$ cat config.mk
export PLATFORM = sky130hd
export DESIGN_NAME = pipe_hazard_ctrl_flat
export DESIGN_NICKNAME = d
export VERILOG_FILES = /design/src/rtl/pipe_hazard_ctrl_if.sv /design/src/rtl/pipe_hazard_ctrl.sv /design/src/flat_wrapper.sv
export SDC_FILE = /design/constraint.sdc
export NUM_CORES = 1
export LEC_CHECK = 0
export ABC_CLOCK_PERIOD_IN_PS = 3740
export CAP_MARGIN = 20
export CORE_AREA = 2 2 60 62
export CTS_BUF_LIST = sky130_fd_sc_hd__clkbuf_4
export CTS_CLUSTER_SIZE = 25
export DETAILED_ROUTE_END_ITERATION = 10
export DIE_AREA = 0 0 62 64
export GPL_TIMING_DRIVEN = 0
export PLACE_DENSITY = 0.8
export SYNTH_ARGS = -nofsm -noshare
export SYNTH_HDL_FRONTEND = slang
export SYNTH_SLANG_ARGS = --single-unit
export TNS_END_PERCENT = 100
$ cat constraint.sdc
create_clock -name clk -period 3.74 [get_ports clk]
set_input_delay 1.122 -clock clk [delete_from_list [all_inputs] [get_ports clk]]
set_output_delay 1.122 -clock clk [all_outputs]
set_load 0.05 [all_outputs]
$ cat src/rtl/pipe_hazard_ctrl_if.sv
// Hazard-control bus between the pipeline datapath and pipe_hazard_ctrl.
//   master : pipeline side; drives the ID/EX/MEM hazard inputs and receives
//            the write enables, flush/bubble controls and status.
//   slave  : controller side (pipe_hazard_ctrl).
// Signals:
//   id_rgS1_index, id_rgS2_index, id_uses_rs2 : source operands of the ID instruction
//   ex_rgD_index, ex_write_reg, ex_ld_ins     : destination/control of the ID/EX instruction
//   ex_br_taken                               : branch in EX resolved taken
//   mem_req, mem_ready                        : MEM stage access handshake
//   pc_we .. mem_wb_we                        : PC and pipeline-register write enables
//   if_id_flush, id_ex_bubble                 : NOP insertion controls
//   state, mem_timeout, stall_cycles          : status
interface pipe_hazard_ctrl_if;
  logic [4:0]  id_rgS1_index;
  logic [4:0]  id_rgS2_index;
  logic        id_uses_rs2;
  logic [4:0]  ex_rgD_index;
  logic        ex_write_reg;
  logic        ex_ld_ins;
  logic        ex_br_taken;
  logic        mem_req;
  logic        mem_ready;
  logic        pc_we;
  logic        if_id_we;
  logic        id_ex_we;
  logic        ex_mem_we;
  logic        mem_wb_we;
  logic        if_id_flush;
  logic        id_ex_bubble;
  logic [1:0]  state;
  logic        mem_timeout;
  logic [15:0] stall_cycles;

  modport master (
    output id_rgS1_index, id_rgS2_index, id_uses_rs2,
    output ex_rgD_index, ex_write_reg, ex_ld_ins, ex_br_taken,
    output mem_req, mem_ready,
    input  pc_we, if_id_we, id_ex_we, ex_mem_we, mem_wb_we,
    input  if_id_flush, id_ex_bubble,
    input  state, mem_timeout, stall_cycles
  );

  modport slave (
    input  id_rgS1_index, id_rgS2_index, id_uses_rs2,
    input  ex_rgD_index, ex_write_reg, ex_ld_ins, ex_br_taken,
    input  mem_req, mem_ready,
    output pc_we, if_id_we, id_ex_we, ex_mem_we, mem_wb_we,
    output if_id_flush, id_ex_bubble,
    output state, mem_timeout, stall_cycles
  );
endinterface

$ cat src/rtl/pipe_hazard_ctrl.sv
// Pipeline hazard controller for a 5-stage pipeline.
// Resolves, in priority order: timeout error > memory stall > taken branch >
// load-use hazard > normal flow. All controls are combinational from the
// current FSM state and inputs; the FSM only tracks outstanding memory waits.
// Ports:
//   clk   : rising-edge clock
//   reset : asynchronous, active-high reset
//   hz    : hazard-control bus (slave side), see pipe_hazard_ctrl_if
// Parameter:
//   TIMEOUT : max MEM_WAIT cycles (8-bit wait counter) before entering ERROR
module pipe_hazard_ctrl #(
  parameter int unsigned TIMEOUT = 255
) (
  input logic             clk,
  input logic             reset,
  pipe_hazard_ctrl_if.slave hz
);

  localparam logic [7:0] TimeoutVal = 8'(TIMEOUT);

  typedef enum logic [1:0] {
    StRun     = 2'd0,
    StMemWait = 2'd1,
    StError   = 2'd2
  } state_e;

  state_e      state_q, state_d;
  logic [7:0]  wait_cnt_q, wait_cnt_d;
  logic        mem_timeout_q, mem_timeout_d;
  logic [15:0] stall_cycles_q, stall_cycles_d;

  logic memstall;
  logic load_use;
  logic pc_we;

  assign memstall = hz.mem_req & ~hz.mem_ready;

  // Register 0 is hardwired zero, so a write to it can never create a hazard.
  assign load_use = hz.ex_ld_ins & hz.ex_write_reg & (hz.ex_rgD_index != 5'd0) &
                    ((hz.ex_rgD_index == hz.id_rgS1_index) |
                     (hz.id_uses_rs2 & (hz.ex_rgD_index == hz.id_rgS2_index)));

  // Control outputs
  always_comb begin
    pc_we           = 1'b1;
    hz.if_id_we     = 1'b1;
    hz.id_ex_we     = 1'b1;
    hz.ex_mem_we    = 1'b1;
    hz.mem_wb_we    = 1'b1;
    hz.if_id_flush  = 1'b0;
    hz.id_ex_bubble = 1'b0;
    if (state_q == StError || memstall) begin
      // Freeze the whole pipeline.
      pc_we        = 1'b0;
      hz.if_id_we  = 1'b0;
      hz.id_ex_we  = 1'b0;
      hz.ex_mem_we = 1'b0;
      hz.mem_wb_we = 1'b0;
    end else if (hz.ex_br_taken) begin
      // Squash the two wrong-path instructions in IF/ID and ID/EX.
      hz.if_id_flush  = 1'b1;
      hz.id_ex_bubble = 1'b1;
    end else if (load_use) begin
      // Hold IF and ID; the bubble clears ex_ld_ins so this lasts one cycle.
      pc_we           = 1'b0;
      hz.if_id_we     = 1'b0;
      hz.id_ex_bubble = 1'b1;
    end
  end

  assign hz.pc_we = pc_we;

  // FSM next state, wait counter and sticky timeout
  always_comb begin
    state_d       = state_q;
    wait_cnt_d    = wait_cnt_q;
    mem_timeout_d = mem_timeout_q;
    unique case (state_q)
      StRun: begin
        if (memstall) begin
          state_d    = StMemWait;
          wait_cnt_d = 8'd0;
        end
      end
      StMemWait: begin
        if (hz.mem_ready) begin
          state_d = StRun;
        end else if (wait_cnt_q == TimeoutVal) begin
          state_d       = StError;
          mem_timeout_d = 1'b1;
        end else begin
          wait_cnt_d = wait_cnt_q + 8'd1;
        end
      end
      StError: begin
        // Only reset leaves ERROR.
        state_d       = StError;
        mem_timeout_d = 1'b1;
      end
      default: begin
        state_d = StRun;
      end
    endcase
  end

  always_comb begin
    stall_cycles_d = stall_cycles_q;
    if (!pc_we && stall_cycles_q != 16'hFFFF) begin
      stall_cycles_d = stall_cycles_q + 16'd1;
    end
  end

  always_ff @(posedge clk or posedge reset) begin
    if (reset) begin
      state_q        <= StRun;
      wait_cnt_q     <= 8'd0;
      mem_timeout_q  <= 1'b0;
      stall_cycles_q <= 16'd0;
    end else begin
      state_q        <= state_d;
      wait_cnt_q     <= wait_cnt_d;
      mem_timeout_q  <= mem_timeout_d;
      stall_cycles_q <= stall_cycles_d;
    end
  end

  assign hz.state        = state_q;
  assign hz.mem_timeout  = mem_timeout_q;
  assign hz.stall_cycles = stall_cycles_q;

endmodule

$ cat src/flat_wrapper.sv
// flat-port wrapper written by rule: the top's interface ports become plain ports
module pipe_hazard_ctrl_flat 
#(
  parameter int unsigned TIMEOUT = 255
)
  (clk, reset, hz_id_rgS1_index, hz_id_rgS2_index, hz_id_uses_rs2, hz_ex_rgD_index, hz_ex_write_reg, hz_ex_ld_ins, hz_ex_br_taken, hz_mem_req, hz_mem_ready, hz_pc_we, hz_if_id_we, hz_id_ex_we, hz_ex_mem_we, hz_mem_wb_we, hz_if_id_flush, hz_id_ex_bubble, hz_state, hz_mem_timeout, hz_stall_cycles);
  pipe_hazard_ctrl_if hz_i ();
  input logic clk;
  input logic reset;
  input wire logic [$bits(hz_i.id_rgS1_index)-1:0] hz_id_rgS1_index;
  input wire logic [$bits(hz_i.id_rgS2_index)-1:0] hz_id_rgS2_index;
  input wire logic [$bits(hz_i.id_uses_rs2)-1:0] hz_id_uses_rs2;
  input wire logic [$bits(hz_i.ex_rgD_index)-1:0] hz_ex_rgD_index;
  input wire logic [$bits(hz_i.ex_write_reg)-1:0] hz_ex_write_reg;
  input wire logic [$bits(hz_i.ex_ld_ins)-1:0] hz_ex_ld_ins;
  input wire logic [$bits(hz_i.ex_br_taken)-1:0] hz_ex_br_taken;
  input wire logic [$bits(hz_i.mem_req)-1:0] hz_mem_req;
  input wire logic [$bits(hz_i.mem_ready)-1:0] hz_mem_ready;
  output wire logic [$bits(hz_i.pc_we)-1:0] hz_pc_we;
  output wire logic [$bits(hz_i.if_id_we)-1:0] hz_if_id_we;
  output wire logic [$bits(hz_i.id_ex_we)-1:0] hz_id_ex_we;
  output wire logic [$bits(hz_i.ex_mem_we)-1:0] hz_ex_mem_we;
  output wire logic [$bits(hz_i.mem_wb_we)-1:0] hz_mem_wb_we;
  output wire logic [$bits(hz_i.if_id_flush)-1:0] hz_if_id_flush;
  output wire logic [$bits(hz_i.id_ex_bubble)-1:0] hz_id_ex_bubble;
  output wire logic [$bits(hz_i.state)-1:0] hz_state;
  output wire logic [$bits(hz_i.mem_timeout)-1:0] hz_mem_timeout;
  output wire logic [$bits(hz_i.stall_cycles)-1:0] hz_stall_cycles;
  assign hz_i.id_rgS1_index = hz_id_rgS1_index;
  assign hz_i.id_rgS2_index = hz_id_rgS2_index;
  assign hz_i.id_uses_rs2 = hz_id_uses_rs2;
  assign hz_i.ex_rgD_index = hz_ex_rgD_index;
  assign hz_i.ex_write_reg = hz_ex_write_reg;
  assign hz_i.ex_ld_ins = hz_ex_ld_ins;
  assign hz_i.ex_br_taken = hz_ex_br_taken;
  assign hz_i.mem_req = hz_mem_req;
  assign hz_i.mem_ready = hz_mem_ready;
  assign hz_pc_we = hz_i.pc_we;
  assign hz_if_id_we = hz_i.if_id_we;
  assign hz_id_ex_we = hz_i.id_ex_we;
  assign hz_ex_mem_we = hz_i.ex_mem_we;
  assign hz_mem_wb_we = hz_i.mem_wb_we;
  assign hz_if_id_flush = hz_i.if_id_flush;
  assign hz_id_ex_bubble = hz_i.id_ex_bubble;
  assign hz_state = hz_i.state;
  assign hz_mem_timeout = hz_i.mem_timeout;
  assign hz_stall_cycles = hz_i.stall_cycles;
  pipe_hazard_ctrl #(.TIMEOUT(TIMEOUT)) u_core (.clk(clk), .reset(reset), .hz(hz_i));
endmodule
==> flow_metrics.env <==
export IMPL_status="completed"
export IMPL_hold_viol_final=0
export IMPL_antenna_left=0
export IMPL_clock_skew_ps=3.99
export IMPL_r2r_start="u_core.hz.stall_cycles[0]"
export IMPL_dr_pass1_iters=4
export IMPL_ir_drop_v=0.000446
export IMPL_cap_viol_max_count=0
export IMPL_tns_ps=0
export IMPL_crit_top_cell="buf_6"
export IMPL_grt_pass1_vias=1318
export IMPL_p_seq_share_pct=42.4
export IMPL_p_int_uw=530
export IMPL_grt_max_degree=28
export IMPL_fin_hold_ws_ps=487
export IMPL_synthTopCellsByArea="dfrtp_1, xor2_1, nor2_1, nand3_1, nor3_1"
export IMPL_cts_path_max_buffers=2
export IMPL_worstSkewPairLatency_ps=340
export IMPL_die_w_um=62
export IMPL_ys_ff_latch=27
export IMPL_grtUsageTotal_pct=19.8
export IMPL_slowest_stage="clkdlybuf4s50_1"
export IMPL_grt_pass1_wl_um=5930
export IMPL_hp_class="flip-flop to flip-flop"
export IMPL_port_buffers=48
export IMPL_cts_hold_buf=0
export IMPL_worst_pin_slew_ps=535
export IMPL_endpoint_kind="output port"
export IMPL_finalCritPeriodShare_pct=99.4
export IMPL_fin_cells=246
export IMPL_hold_start="u_core.hz.mem_timeout"
export IMPL_diodes=0
export IMPL_rsz0062_at_grt="yes"
export IMPL_post_drt_wl_per_cell_um=14.9
export IMPL_slew_violations=0
export IMPL_cp_top_family="buffers and inverters"
export IMPL_clock_root_buffer="clkbuf_4"
export IMPL_required_ps=2620
export IMPL_synthArstFlopShare_pct=100
export IMPL_power_share_clock_pct=14.3
export IMPL_fillers=268
export IMPL_cts_num_sinks=27
export IMPL_setup_violations=0
export IMPL_ys_flop_type="dfrtp_1"
export IMPL_critPathArrivalTime_ps=2600
export IMPL_dieArea_um2=3970
export IMPL_htreeDepth=1
export IMPL_drt_iter0_drc=57
export IMPL_hpwlAfterDp_um=2680
export IMPL_row_count=21
export IMPL_powerDensity_nw_per_um2=432
export IMPL_max_freq_ghz=0.269
export IMPL_wirelength_um=3650
export IMPL_slowest_delay_ps=410
export IMPL_fin_crit_ps=3720
export IMPL_grt_antenna_before_repair=0
export IMPL_switching_share_pct=43.5
export IMPL_cts_made_buffers=3
export IMPL_ys_top_cells_by_count="dfrtp_1, xor2_1, nor2_1"
export IMPL_gp_congestion=0.843
export IMPL_stdcell_area_um2=2170
export IMPL_syn_nets=169
export IMPL_ios=49
export IMPL_dpl_worst_slack_ps=-1260
export IMPL_crit_path_cell_trace="clkdlybuf4s50_1 > xor2_1 > nor2_1 > a32oi_2 > o31a_1 > buf_6 > buf_6 > buf_8"
export IMPL_cp_startpoint="hz_id_rgS1_index[3]"
export IMPL_cts_clk_slew_worst_paths_ps=150
export IMPL_coreArea_um2=3280
export IMPL_placed_area_um2=2080
export IMPL_grt_ovfl_total=0
export IMPL_ys_types=41
export IMPL_postSynthCellCount=144
export IMPL_die_h_um=64
export IMPL_drc=0
export IMPL_synth_area_um2=1530
export IMPL_path_buf_inv=4
export IMPL_yosysTopAreaCell="dfrtp_1"
export IMPL_startpoint_type="primary input"
export IMPL_avgSynthCellArea_um2=10.6
export IMPL_synth_top_area_share_pct=44.1
export IMPL_yosys_warnings=0
export IMPL_p_switching_uw=408
export IMPL_worstPathMaxFanout=4
export IMPL_area_growth_pct=41.8
export IMPL_initial_core_util_pct=46.6
export IMPL_drive_gt1_share_pct=21.0
export IMPL_synth_seq_area_share_pct=44.1
export IMPL_timing_final_ws_setup_ps=22.0
export IMPL_path_class="primary input to output port"
export IMPL_viasPerCell=5.23
export IMPL_nets=226
export IMPL_cts_tree="done"
export IMPL_leakage_uw=0.000964
export IMPL_slew_headroom_pct=64.0
export IMPL_synth_edf_count=0
export IMPL_vias=1286
export IMPL_comb_power_share_pct=43.3
export IMPL_dp_cells=238
## path summary, 6_finish.rpt
path                                              endpoint  slack [ps]  cells after the start
worst min register to register       u_core.hz.mem_timeout         490                      1
max in group asynchronous       u_core.hz.stall_cycles[11]        2200                      3
worst min-delay path                 u_core.hz.mem_timeout         490                      1
worst max register to register  u_core.hz.stall_cycles[13]        1330                      7
worst max-delay path                              hz_pc_we          20                      8
min in group asynchronous             u_core.wait_cnt_q[2]        1080                      2
## layer usage
layer | part of all wire, % | up-vias | global-route usage (%) | wire (um)
met5 | 0 | - | 0 | 0
met4 | 0.79 | 0 | 3.99 | 29
met3 | 3.7 | 4 | 5.06 | 136
met2 | 52 | 26 | 33.1 | 1900
met1 | 44 | 634 | 25.2 | 1590
li1 | - | 622 | - | -
## repair_timing
item	CTS	global route
endpoints found under the setup margin	7	5
pin swaps	6	9
gates resized for setup	48	22
setup buffers	3	0
## kinds of logic (layout without fill, tap and decap cells)
logic type | after synthesis | in the layout | synth area share [%]
and+or+nand+nor | 62 | 62 | 27.1
xor gates and xnor gates | 28 | 28 | 16.0
DFF | 27 | 27 | 44.1
AOI/OAI and AO/OA | 12 | 12 | 5.23
buffers and inverters | 10 | 66 | 3.76
muxes | 3 | 3 | 2.12
adders and majority gates | 2 | 2 | 1.63
## registers in the layout, indices dropped and copies added, names as in the netlist
name and cells:
u_core.hz.stall_cycles 16, u_core.wait_cnt_q 8, u_core.hz.state 2, u_core.hz.mem_timeout 1
## per-stage QoR
step / power (uW) / utilization, %
after floorplan: 653 / -
after global placement: 793 / 63.4
after detailed placement: 803 / 63.4
after CTS: 935 / 64.7
after global routing: 983 / 66.1
final: 938 / 66.1
## cell usage in the layout, fill, tap and decap left out, drive strengths merged, types with 3 or more instances in the layout
cell type | netlist | layout
a21oi | 4 | 4
inv | 4 | 4
clkdlybuf4s50 | 0 | 29
clkdlybuf4s15 | 0 | 3
nor3 | 8 | 8
dfrtp | 27 | 27
buf | 5 | 15
clkbuf | 1 | 9
nand3 | 8 | 8
dlymetal6s2s | 0 | 3
nand2 | 6 | 6
nor4 | 6 | 6
nor2 | 11 | 11
nor3b | 3 | 3
xor2 | 27 | 27
nand4 | 7 | 7
o21ai | 3 | 3
## power groups by stage
stage	combinational (uW)	clock, uW	sequential (uW)
after floorplan	120	0	533
final	406	134	397
after global placement	394	0	399
after global routing	428	149	406
after CTS	402	136	397
after detailed placement	401	0	403
## final cells by class
cell class / count / area (um2) / share of cell area [%]
clock inverter: 1 / 7.51 / 0.346
inverter: 4 / 15.0 / 0.691
buffer: 6 / 46.3 / 2.13
sequential: 27 / 676 / 31.1
clock buffer: 3 / 22.5 / 1.04
multi-input combinational: 107 / 828 / 38.1
timing repair buffer: 52 / 519 / 23.9
tap: 46 / 57.6 / 2.65
No activity file was read; power rests on OpenSTA's default activity.
